==> src/rtl/mod_n_pkg.sv <==
// Shared helpers for the mod-N stream checker: remainder width and the
// reference step rule used to advance a remainder by one serial bit.
package mod_n_pkg;

  function automatic int rem_width(input int divisor);
    return $clog2(divisor);
  endfunction

  // t = 2*rem + din is always below 2*divisor, so one conditional subtract reduces it.
  function automatic int unsigned mod_step(input int unsigned rem, input logic din,
                                           input int unsigned divisor);
    int unsigned t;
    t = (rem << 1) + 32'(din);
    return (t >= divisor) ? t - divisor : t;
  endfunction

endpackage

==> src/rtl/mod_n_lane.sv <==
// One lane of the mod-N checker: keeps the running value mod DIVISOR of an
// MSB-first serial stream and flags divisibility once a bit has been absorbed.
module mod_n_lane
  import mod_n_pkg::*;
#(
  parameter  int DIVISOR = 5,
  localparam int RW      = rem_width(DIVISOR)
) (
  input  logic          clk,
  input  logic          resetn,
  input  logic          din_valid,
  input  logic          din,
  input  logic          start,
  output logic          dout,
  output logic [RW-1:0] rem,
  output logic          active
);

  localparam logic [RW:0] DIV_W = (RW+1)'(DIVISOR);

  logic [RW-1:0] r_rem;
  logic          r_active;
  logic [RW:0]   w_t;
  logic [RW-1:0] w_next;

  assign w_t    = {r_rem, din};
  assign w_next = (w_t >= DIV_W) ? RW'(w_t - DIV_W) : w_t[RW-1:0];

  // start wins over a plain step; with a valid bit it becomes the first bit of a new number.
  always_ff @(posedge clk or negedge resetn) begin
    if (!resetn) begin
      r_rem    <= '0;
      r_active <= 1'b0;
    end else if (start) begin
      r_rem    <= din_valid ? RW'(din) : '0;
      r_active <= din_valid;
    end else if (din_valid) begin
      r_rem    <= w_next;
      r_active <= 1'b1;
    end
  end

  assign rem    = r_rem;
  assign active = r_active;
  assign dout   = r_active && (r_rem == '0);

endmodule

==> config.mk <==
export PLATFORM = sky130hd
export DESIGN_NAME = mod_n_lane
export DESIGN_NICKNAME = d
export VERILOG_FILES = /design/src/rtl/mod_n_pkg.sv /design/src/rtl/mod_n_lane.sv
export SDC_FILE = /design/constraint.sdc
export NUM_CORES = 1
export LEC_CHECK = 0
export ABC_CLOCK_PERIOD_IN_PS = 1300
export BUFFER_PORTS_ARGS = -buffer_cell sky130_fd_sc_hd__buf_4
export CAP_MARGIN = 20
export CORE_AREA = 2 2 39 41
export DETAILED_ROUTE_END_ITERATION = 12
export DIE_AREA = 0 0 41 43
export PLACE_DENSITY_LB_ADDON = 0.2
export SETUP_SLACK_MARGIN = 0.15
export SLEW_MARGIN = 30
export SYNTH_ARGS = -nofsm -noshare
export SYNTH_HDL_FRONTEND = slang
export SYNTH_SLANG_ARGS = --single-unit
==> constraint.sdc <==
create_clock -name clk -period 1.3 [get_ports clk]
set_input_delay 0.065 -clock clk [delete_from_list [all_inputs] [get_ports clk]]
set_output_delay 0.065 -clock clk [all_outputs]
set_load 0.02 [all_outputs]
## Yosys cells after proc, flatten, opt, wreduce, memory -nomap -nowiden

Index checks and enable logic that the tools add are counted.

| cells by class | value |
|---|---|
| add/subtract/negate cells | 1 |
| magnitude comparators | 1 |
| multiplexer cells | 6 |
| reductions and logical operators | 3 |

Operators with widths:

| cell | number |
|---|---|
| $mux W3 | 3 |
| $ge A4 B3 Y1 const B | 1 |
| $logic_not A3 Y1 | 1 |
| $mux W1 | 3 |
| $sub A3 B3 Y3 const B | 1 |
| $reduce_bool A2 Y1 | 1 |
| $logic_and A1 B1 Y1 | 1 |

| word-level totals | value |
|---|---|
| register bits | 4 |
| input port bits | 5 |
| logic and storage cells | 13 |

## Depth between registers and ports, before layout

| depth | value |
|---|---|
| depth after elaboration | 4 |
| gate-level depth with buffers | 6 |
| depth with buffers taken out | 6 |

## Worst setup path before layout

No wires, ideal clock.

| timing path | value |
|---|---|
| path kind | register to register |
| start | register r_rem[0] (netlist: rem[0]) |
| end | register r_rem[1] (netlist: rem[1]) |
| library setup time | 0.087 ns |
| arrival time | 1.577 ns |
| setup slack | -0.364 ns |
| stages on the path, launching flop included | 7 |
| path buffers | 0 |
| period minus slack after synthesis | 1.664 ns |
| cell sequence | dfrtp_1 -> inv_1 -> ha_1 -> nand2b_1 -> a21oi_2 -> mux2_2 -> a211oi_2 |

| on the way | value |
|---|---|
| cells in the longest elaborated chain, start to end | 4 |

RTL lines:

| element | RTL line | source |
|---|---|---|
| from (decl) | mod_n_lane.sv:21 | `logic [RW-1:0] r_rem;` |
| from (signal assigned) | mod_n_lane.sv:35 | `r_rem <= din_valid ? RW'(din) : '0;` |
| from (signal assigned) | mod_n_lane.sv:38 | `r_rem <= w_next;` |
| $ge A4 B3 Y1 / $sub A3 B3 Y3 (equally long branches) | mod_n_lane.sv:27 | `assign w_next = (w_t >= DIV_W) ? RW'(w_t - DIV_W) : w_t[RW-1:0];` |
| $mux W3 * | mod_n_lane.sv:27 |  |
| $mux W3 * | mod_n_lane.sv:37 | `end else if (din_valid) begin` |
| $mux W3 * | mod_n_lane.sv:34 | `end else if (start) begin` |

Every way passes the cells marked *; elsewhere a longest branch is shown, timed or not. The select of a mux whose other input is x is not followed.
A chain may end at the register's enable or synchronous reset.

## Worst setup path after layout

Ends and elaborated chain as after synthesis.

==> impl_metrics.ini <==
[status]
status = finished, violations left
violations = setup timing

[critical_path]
required_ps = 1450
crit_chain = inv_4 > ha_4 > nand2b_4 > a21oi_4 > mux2_4 > a211oi_2
cp_max_fo = 3
end_kind = register
path_buf_inv = 1
arrival_ps = 1590
crit_type = reg2reg
crit_slowest_cell = dfrtp_2
startpoint_type = register
crit_family = flip-flops
slowest_delay_ps = 380

[power]
ir_worst_vdd_v = 0.0002711
p_comb_frac = 0.369
power.switching_mw = 0.1510
pwr-share-clk = 0.344
pwr-share-seq = 0.288
p_per_area_nw_per_um2 = 1018
p_int_mw = 0.3536
switching_share = 0.2992
leakage_nw = 0.2362

[yosys]
synth_seq_area_share = 0.3960
synth_top_cell_by_area = dfrtp_1
yosysWarnings = 0
netlist_area_um2 = 252.7
yosys-top-cells-area = dfrtp_1 40%, ha_1 9.9%, nand3_1 7.9%, a211oi_2 5.0%, inv_1 4.5%
ys_ff_latch = 4
syn_avg_cell_area_um2 = 9.721
synth_cells = 26
ys_types = 17
synth_nets = 33
synth.top_cell.area_share = 0.3960

[finish]
multi_input_area_um2 = 200.2
design_area_um2 = 495.5
area_growth_pct = 96.04
n_antenna_cell = 0
final_cell_mix = 15 x buf_4, 3 x nand3_1, 3 x dfrtp_1, 3 x clkbuf_4
fin_util = 0.3580
final_nets = 54
register_area_um2 = 101.3
layout_commonest_cell = buf_4
num-fill-cells = 147
final_layout_size_suffix_gt1_frac = 0.6304

[floorplan]
die_h_um = 43
core_area_um2 = 1384
die_w_um = 41
boundaryPins = 10
num_rows = 14
dieArea_um2 = 1763
initial_core_util = 0.1826

[sta]
rsz0062_at_grt = yes
finalCritPeriodShare = 1.108
tightest_slew_ps = 191.9
fin_ws_ps = -139.9
timing.fmax_ghz = 0.6945
report.final.hold_viol_count = 0
setup-violations-final = 3
post-route-min-period_ps = 1440
drv_slew = 0
skew_ps = 11.34
slew_headroom = 0.8715

[placement]
portBuffers = 9
dpl.hpwl_um = 533.8
gp_congestion = 0.6959
placedInstanceArea_um2 = 420.4
dp_slack_ps = -139.7

[route]
drc = 0
vias_per_cell = 4.403
wl_per_cell_um = 11.11
num_vias = 273
wl_um = 689
drtPass1Iterations = 4
drt_iter0_markers = 7
postRouteAntennaNets = 0

[clock_tree]
clock-root-buffer = clkbuf_4
clockBufferDepth = 2
clkSinkCount = 4
cts_tree = yes
clk_latency_ps = 240
clkTransAtPathRegs_ps = 50
cts_buffers = 3
h-tree-depth = 1

[grt]
overflow = 0
grt_max_degree = 10
grtUsageTotal = 0.1036
antenna_found_initial = 0
grt_pass1_vias = 278
grt_first_pass_wirelength_um = 1124

[flow_run]
maxCapViolCount = 0

[min_path]
hp-class = in2reg
worst register-to-register path, delay by kind of cell (launching register included):
family          cells  cell delay [ps]
buf+inv             1               50
mux                 1              310
flops               1              380
fa+ha+maj           1              140
simple gates        1              140
compound gates      2              320
cells by family (layout without fill, tap and decap cells):
logic type | after synthesis | count (layout) | share of synthesized area
buffers and inverters | 4 | 24 | 0.06433
adder cells (fa/ha/maj) | 2 | 2 | 0.09899
AO/OA/AOI/OAI | 6 | 6 | 0.1881
multiplexers | 1 | 1 | 0.04455
AND/OR/NAND/NOR | 9 | 9 | 0.2079
flip-flops | 4 | 4 | 0.3961
state kept, by name (all words and copies together) (netlist names):
signal,cells
rem,3
active,1
final timing paths:
kind	start	endpoint	slack (ps)	cells after the start
max	rem[0]$_DFFE_PN0P_	rem[1]$_DFFE_PN0P_	-140	6
min	start	rem[2]$_DFFE_PN0P_	20	2
max in group asynchronous	resetn	active$_DFFE_PN0P_	1030	2
min reg2reg	active$_DFFE_PN0P_	active$_DFFE_PN0P_	540	1
max reg2reg	rem[0]$_DFFE_PN0P_	rem[1]$_DFFE_PN0P_	-140	6
min in group asynchronous	resetn	rem[2]$_DFFE_PN0P_	160	2
synthesized netlist by cell type:
cell      n
buf_2     1
nand2b_1  1
a21oi_1   1
nor2_1    1
nand3_1   4
o21ai_0   1
ha_1      2
mux2_2    1
nor4b_1   1
o31a_1    1
a21o_1    1
dfrtp_1   4
inv_1     3
a21oi_2   1
a211oi_2  1
nand2_1   1
or4b_1    1
metrics by stage:
step	std cells	hold slack (ps)	TNS [ps]	power (mW)
2_1_floorplan	26	-230.6	-350.8	0.2371
3_3_place_gp	55	-135.9	-198.7	0.3074
3_5_place_dp	55	-134.4	-244.2	0.3097
4_1_cts	62	5.679	-413.3	0.5196
5_1_grt	62	15.50	-507.2	0.5411
6_report	62	21.20	-336.9	0.5046
what timing repair did:
action / CTS / global route
gates resized for setup: 4 / 1
hold buffers: 1 / 0
setup buffers: 2 / 0
pin swaps: 1 / 1
endpoints found under the hold margin: 4 / 0
endpoints found under the setup margin: 3 / 4
power by group through the flow:
stage          sequential, mW  combinational [mW]  clock, mW
2_1_floorplan           0.162              0.0752          0
3_3_place_gp            0.147               0.161          0
3_5_place_dp            0.148               0.162          0
4_1_cts                 0.146               0.188      0.186
5_1_grt                 0.147               0.204      0.190
6_report                0.145               0.186      0.173
metal layers:
metal	global-route usage	wire length [um]	vias up
met5	0	0	-
met1	0.09385	236	129
met4	0.1400	0	0
met2	0.1656	416	12
li1	-	-	132
met3	0	37	0
layout make-up:
class | count | area share
well taps | 16 | 0.04040
inverters | 3 | 0.02778
repair buffers | 17 | 0.2702
flip-flops and latches | 4 | 0.2045
multi-input cells | 18 | 0.4040
clock buffers | 4 | 0.05303
No activity file was read; power rests on OpenSTA's default activity.
